===== src/rtl/reg_file_mp_if.sv =====
// Bus bundle for the multi-port register file: clear/ready control plus
// packed read and write port groups. The master drives requests, the slave
// (the register file) returns ready and read data.
interface reg_file_mp_if #(
  parameter int DATA_WIDTH  = 32,
  parameter int ADDR_WIDTH  = 5,
  parameter int READ_PORTS  = 2,
  parameter int WRITE_PORTS = 1
);
  logic                              clear;
  logic                              ready;
  logic [READ_PORTS-1:0]             read_en;
  logic [READ_PORTS*ADDR_WIDTH-1:0]  read_addr;
  logic [READ_PORTS*DATA_WIDTH-1:0]  read_data;
  logic [WRITE_PORTS-1:0]            write_en;
  logic [WRITE_PORTS*ADDR_WIDTH-1:0] write_addr;
  logic [WRITE_PORTS*DATA_WIDTH-1:0] write_data;

  modport master (
    output clear, read_en, read_addr, write_en, write_addr, write_data,
    input  ready, read_data
  );

  modport slave (
    input  clear, read_en, read_addr, write_en, write_addr, write_data,
    output ready, read_data
  );
endinterface


===== src/rtl/reg_file_mp.sv =====
// Multi-port register file with same-cycle write forwarding (highest write
// port wins) and a one-entry-per-cycle zeroing sweep after reset or clear,
// so the storage array itself never needs a bulk reset.
module reg_file_mp #(
  parameter int DATA_WIDTH  = 32,
  parameter int ADDR_WIDTH  = 5,
  parameter int READ_PORTS  = 2,
  parameter int WRITE_PORTS = 1,
  parameter int ZERO_REG    = 1
) (
  input  logic          clk,
  input  logic          rst,
  reg_file_mp_if.slave  bus
);

  localparam int DEPTH = 1 << ADDR_WIDTH;
  localparam logic [ADDR_WIDTH-1:0] LAST_ADDR = ADDR_WIDTH'(DEPTH - 1);

  typedef enum logic {ST_CLEAR = 1'b0, ST_READY = 1'b1} state_t;

  state_t                  state_q, state_d;
  logic [ADDR_WIDTH-1:0]   cnt_q, cnt_d;
  logic [DATA_WIDTH-1:0]   mem_q [DEPTH];

  // Unpacked views of the packed write ports
  logic [ADDR_WIDTH-1:0]   wr_addr [WRITE_PORTS];
  logic [DATA_WIDTH-1:0]   wr_data [WRITE_PORTS];
  logic                    wr_store [WRITE_PORTS];

  for (genvar gi = 0; gi < WRITE_PORTS; gi++) begin : g_wr
    assign wr_addr[gi]  = bus.write_addr[gi*ADDR_WIDTH +: ADDR_WIDTH];
    assign wr_data[gi]  = bus.write_data[gi*DATA_WIDTH +: DATA_WIDTH];
    // Register 0 is never stored to when it is hardwired
    assign wr_store[gi] = bus.write_en[gi] &&
                          !((ZERO_REG != 0) && (wr_addr[gi] == '0));
  end

  // State register: sweep state and counter, asynchronously reset into CLEAR
  always_ff @(posedge clk or posedge rst) begin
    if (rst) begin
      state_q <= ST_CLEAR;
      cnt_q   <= '0;
    end else begin
      state_q <= state_d;
      cnt_q   <= cnt_d;
    end
  end

  // Next-state logic: advance the sweep, restart it on clear, leave READY on clear
  always_comb begin
    state_d = state_q;
    cnt_d   = cnt_q;
    case (state_q)
      ST_CLEAR: begin
        if (bus.clear) begin
          cnt_d = '0;
        end else if (cnt_q == LAST_ADDR) begin
          state_d = ST_READY;
          cnt_d   = '0;
        end else begin
          cnt_d = cnt_q + 1'b1;
        end
      end
      default: begin
        if (bus.clear) begin
          state_d = ST_CLEAR;
          cnt_d   = '0;
        end
      end
    endcase
  end

  // Storage update: sweep zeroes one entry per edge; normal writes in ascending
  // port order so the higher port lands last. Left unreset on purpose.
  always_ff @(posedge clk) begin
    if (state_q == ST_CLEAR) begin
      mem_q[cnt_q] <= '0;
    end else if (!bus.clear) begin
      for (int w = 0; w < WRITE_PORTS; w++) begin
        if (wr_store[w]) begin
          mem_q[wr_addr[w]] <= wr_data[w];
        end
      end
    end
  end

  // Output logic: ready flag
  always_comb begin
    bus.ready = (state_q == ST_READY);
  end

  for (genvar gi = 0; gi < READ_PORTS; gi++) begin : g_rd
    logic [ADDR_WIDTH-1:0] rd_addr;
    logic [DATA_WIDTH-1:0] lane;

    assign rd_addr = bus.read_addr[gi*ADDR_WIDTH +: ADDR_WIDTH];
    assign bus.read_data[gi*DATA_WIDTH +: DATA_WIDTH] = lane;

    // Output logic: per-lane read with forwarding; zero while sweeping,
    // disabled, or reading the hardwired register
    always_comb begin
      lane = '0;
      if ((state_q == ST_READY) && bus.read_en[gi] &&
          !((ZERO_REG != 0) && (rd_addr == '0))) begin
        lane = mem_q[rd_addr];
        for (int w = 0; w < WRITE_PORTS; w++) begin
          if (bus.write_en[w] && (wr_addr[w] == rd_addr)) begin
            lane = wr_data[w];
          end
        end
      end
    end
  end

endmodule

===== src/flat_wrapper.sv =====
// flat-port wrapper written by rule: the top's interface ports become plain ports
module reg_file_mp_flat 
#(
  parameter int DATA_WIDTH  = 32,
  parameter int ADDR_WIDTH  = 5,
  parameter int READ_PORTS  = 2,
  parameter int WRITE_PORTS = 1,
  parameter int ZERO_REG    = 1
)
  (clk, rst, bus_clear, bus_read_en, bus_read_addr, bus_write_en, bus_write_addr, bus_write_data, bus_ready, bus_read_data);
  reg_file_mp_if #(.DATA_WIDTH(DATA_WIDTH), .ADDR_WIDTH(ADDR_WIDTH), .READ_PORTS(READ_PORTS), .WRITE_PORTS(WRITE_PORTS)) bus_i ();
  input  logic clk;
  input  logic rst;
  input wire logic [$bits(bus_i.clear)-1:0] bus_clear;
  input wire logic [$bits(bus_i.read_en)-1:0] bus_read_en;
  input wire logic [$bits(bus_i.read_addr)-1:0] bus_read_addr;
  input wire logic [$bits(bus_i.write_en)-1:0] bus_write_en;
  input wire logic [$bits(bus_i.write_addr)-1:0] bus_write_addr;
  input wire logic [$bits(bus_i.write_data)-1:0] bus_write_data;
  output wire logic [$bits(bus_i.ready)-1:0] bus_ready;
  output wire logic [$bits(bus_i.read_data)-1:0] bus_read_data;
  assign bus_i.clear = bus_clear;
  assign bus_i.read_en = bus_read_en;
  assign bus_i.read_addr = bus_read_addr;
  assign bus_i.write_en = bus_write_en;
  assign bus_i.write_addr = bus_write_addr;
  assign bus_i.write_data = bus_write_data;
  assign bus_ready = bus_i.ready;
  assign bus_read_data = bus_i.read_data;
  reg_file_mp #(.DATA_WIDTH(DATA_WIDTH), .ADDR_WIDTH(ADDR_WIDTH), .READ_PORTS(READ_PORTS), .WRITE_PORTS(WRITE_PORTS), .ZERO_REG(ZERO_REG)) u_core (.clk(clk), .rst(rst), .bus(bus_i));
endmodule

===== config.mk =====
export PLATFORM = sky130hd
export DESIGN_NAME = reg_file_mp_flat
export DESIGN_NICKNAME = d
export VERILOG_FILES = /design/src/rtl/reg_file_mp_if.sv /design/src/rtl/reg_file_mp.sv /design/src/flat_wrapper.sv
export SDC_FILE = /design/constraint.sdc
export NUM_CORES = 1
export LEC_CHECK = 0
export CAP_MARGIN = 15
export CORE_MARGIN = 1.5
export CORE_UTILIZATION = 40
export CTS_BUF_LIST = sky130_fd_sc_hd__clkbuf_8
export CTS_CLUSTER_DIAMETER = 30
export DETAILED_ROUTE_END_ITERATION = 16
export DONT_BUFFER_PORTS = 1
export SYNTH_ARGS = -nofsm -noshare
export SYNTH_HDL_FRONTEND = slang
export SYNTH_SLANG_ARGS = --single-unit

===== constraint.sdc =====
create_clock -name clk -period 3.2 [get_ports clk]
set_clock_uncertainty 0.15 [all_clocks]
set_input_delay 0.64 -clock clk [delete_from_list [all_inputs] [get_ports clk]]
set_output_delay 0.64 -clock clk [all_outputs]
set_load 0.02 [all_outputs]

==> metrics.md <==
| Metric | Value |
|---|---|
| Status | complete, but fails checks |
| Failing checks | max-slew violations, negative setup slack |
| Asr flop ratio synth | 0.00583 |
| Worst reg2reg setup slack | roughly 0.27 ns |
| Initial core utilization | 0.404 |
| Die Wd | 351 um |
| DR iter-0 viols | ~4,100 |
| Initial antenna violation count | 4 |
| ANT nets after route | 0 |
| Die Ht | about 350 um |
| Hold crit path type | in2reg |
| Post-synthesis mux area share | 0.260 |
| Post-synth top area cell | edfxtp_1 |
| Worst-path cell chain | nor3_1 > a21oi_4 > nor3b_4 > buf_4 > buf_12 > buf_12 > a22o_1 > buf_6 |
| Clock sink count | between 1,000 and 1,500 |
| Power share of the sequential group | 0.490 |
| DRT met1 WL | 62,500 um |
| Die area | around 120,000 sq um |
| Net Sw Frac | 0.221 |
| Overflow after GRT | 0 |
| Root buf cell | clkbuf_8 |
| Final nets | 2,801 |
| Vias in the first global route | about 31,000 |
| Register area share after synthesis | 0.638 |
| Post-Synth Adder-Cell Area | 0.000516 |
| CP Data Arrival Time | 3.56 ns |
| Worst slew pin tran | approximately 1.9 ns |
| Final Setup Violations | 64 |
| Routed wl met3 | approximately 19,000 um |
| Cell area after layout | just under 60,000 sq um |
| GRT Util Overall | 0.258 |
| Clock slew at reported path FFs | roughly 0.07 ns |
| Slew HR | -0.247 |
| CTS tree | done |
| Most common cell in the synthesized netlist | edfxtp_1 |
| Drt wl/cell | roughly 35 um |
| Final hold vios | 0 |
| Clk buf depth | 3 |
| Top Layer Used | met5 |
| CP max FO | 320 |
| Syn Std Cell Area | ~48,000 sq um |
| CP peak stage delay | a little under 0.9 ns |
| CP top delay family | simple AND/OR/NAND/NOR gates |
| Net Count, Synth | approximately 2,600 |
| Max-slew violation count | approximately 170 |
| Synth Warn # | 0 |
| Crit start category | input pin |
| Combinational power share | 0.050 |
| Post-synth cell types | 48 |
| Overall power | 30.3 mW |
| Final core occ | 0.483 |
| Port bufs | 0 |
| Fin crit share | 1.36 |
| Max-cap violations | 0 |
| Routability cong. | 0.852 |
| PwrDens | around 520 nW/um^2 |
| Core Rows | approximately 130 |
| Placed wire-length estimate | between 80,000 and 90,000 um |
| CP endpoint kind | primary output |
| Worst hold slack | approximately 0.14 ns |
| First-pass GRT wire length | roughly 220,000 um |
| Synth Area in XOR/XNOR | 0.00181 |
| Drt drc | 0 |
| Total net switching power | 6.70 mW |
| DP Area | between 50,000 and 60,000 sq um |
| Most used cell, CP | buf_12 |
| Area Overhead vs Synth | 19.7% |
| Core Box Area | 120,000 sq um |
| Maximum clock frequency | around 230 MHz |
| Worst vdd ir | about 0.00044 V |
| Share of cells above drive strength 1 | 0.426 |
| Met2 wire length | roughly 70,000 um |
| Synth top cells by count | edfxtp_1 (1,024), mux4_2 (472), mux2i_1 (151) |
| IO Pins | roughly 120 |
| Worst path required time | roughly 2.4 ns |
| Yosys reg bits | 1,030 |
| Main combinational cell family by area after synthesis | multiplexers |
| Worst setup margin | -1.15 ns |
| TritonCTS Buffers | around 200 |
| EDFF count, synth | ~1,000 |
| Leakage power | 20.8 nW |
| Syn_area_per_cell | ~19 sq um |
| RSZ-0062 raised after global routing | yes |
| Minimum clock period | 4.35 ns |
| Main synth FF type | edfxtp_1 |
| Via count | around 30,000 |
| Compound-Gate Fraction of Synth Area | 0.0505 |
| Critical path class | in2out |
| Post-Synthesis Cells | 2,537 |
| Pre-antenna DRT Iters | 8 |
| Via density | approximately 6.5 |
| Simple-Gate Fraction of Synth Area | 0.0281 |
| Crit-path slowest cell | nor3_1 |
| H-tree depth | 4 |
| Clock share of power | 0.460 |
| Routed WL | approximately 160,000 um |
| Largest net degree at the start of global routing | 321 |
| Yosys top cell area share | 0.634 |
| Synth area leaders | edfxtp_1 (63%), mux4_2 (22%), mux2i_1 (3.1%) |
| WP buf/inv | 4 |
| Skew-Pair Late Insertion Delay | between 0.8 and 0.9 ns |
| Internal Pwr Total | approximately 24 mW |
==> per-layer routing <==
metal	track usage	vias up
li1	-	11420
met1	0.354	15650
met2	0.383	1893
met3	0.0795	299
met4	0.102	2
met5	0	-
==> power groups by stage <==
stage	clock (mW)	sequential (mW)	combinational, mW
3_5_place_dp	0	15.1	1.35
3_3_place_gp	0	15.1	1.36
2_1_floorplan	0	15.1	1.28
6_report	13.9	14.8	1.51
5_1_grt	14.7	14.9	1.53
4_1_cts	14.1	14.8	1.46
==> cell usage in the layout (no fill, tap or decap), types with 38 or more instances in the layout <==
cell,n
mux4_2,472
mux2_4,38
a22oi_1,81
buf_12,64
buf_4,126
clkbuf_8,199
edfxtp_1,1024
a21oi_1,67
mux2i_1,145
nand2_1,40
==> sequential cells by signal, summed over array words and instances, names as in the netlist <==
name,flops
u_core.cnt_q,5
u_core.mem_q,1024
u_core.bus.ready,1
==> timing repair <==
action | 4_1_cts | 5_1_grt
setup buffers | 13 | 9
endpoints found under the hold margin | 53 | 0
hold buffers | 5 | 0
cloned | 1 | 0
endpoints found under the setup margin | 64 | 64
pin swaps | 93 | 39
gates resized for setup | 255 | 43
==> kinds of logic after synthesis <==
kind of cell | Yosys count
AO/OA/AOI/OAI | 344
multiplexers | 664
adder cells (fa/ha/maj) | 2
XOR/XNOR | 10
flip-flops | 1030
AND/OR/NAND/NOR | 274
buffers and inverters | 213
==> final cells by class <==
type / instances / area, sq um
antenna: 2 / 5.00
clock buffer: 199 / 2740
clock inverter: 159 / 1500
fill: 9817 / 62000
inverter: 4 / 15.0
multi-input combinational: 1294 / 18200
sequential: 1030 / 30900
tap: 1612 / 2020
timing repair buffer: 221 / 2590
==> final timing paths <==
kind / start / endpoint / depth (start not counted)
setup / recovery: bus_read_addr[6] / bus_read_data[32] / 8
hold / removal: bus_write_data[13] / u_core.mem_q[0][13] / 2
setup reg to reg: u_core.bus.ready / u_core.mem_q[24][16] / 8
hold reg to reg: u_core.cnt_q[0] / u_core.cnt_q[3] / 2
max in group asynchronous: rst / u_core.bus.ready / 3
min in group asynchronous: rst / u_core.cnt_q[1] / 3
==> per-stage QoR <==
stage / TNS [ns] / setup WS, ns / instances
2_1_floorplan: -121.53 / -0.477 / 2537
3_3_place_gp: -0.877 / -0.186 / 4138
3_5_place_dp: -0.610 / -0.182 / 4138
4_1_cts: -21.69 / -0.515 / 4510
5_1_grt: -21.71 / -0.516 / 4521
6_report: -45.85 / -1.15 / 4521
Note: power is estimated with default switching activity, not from simulation.
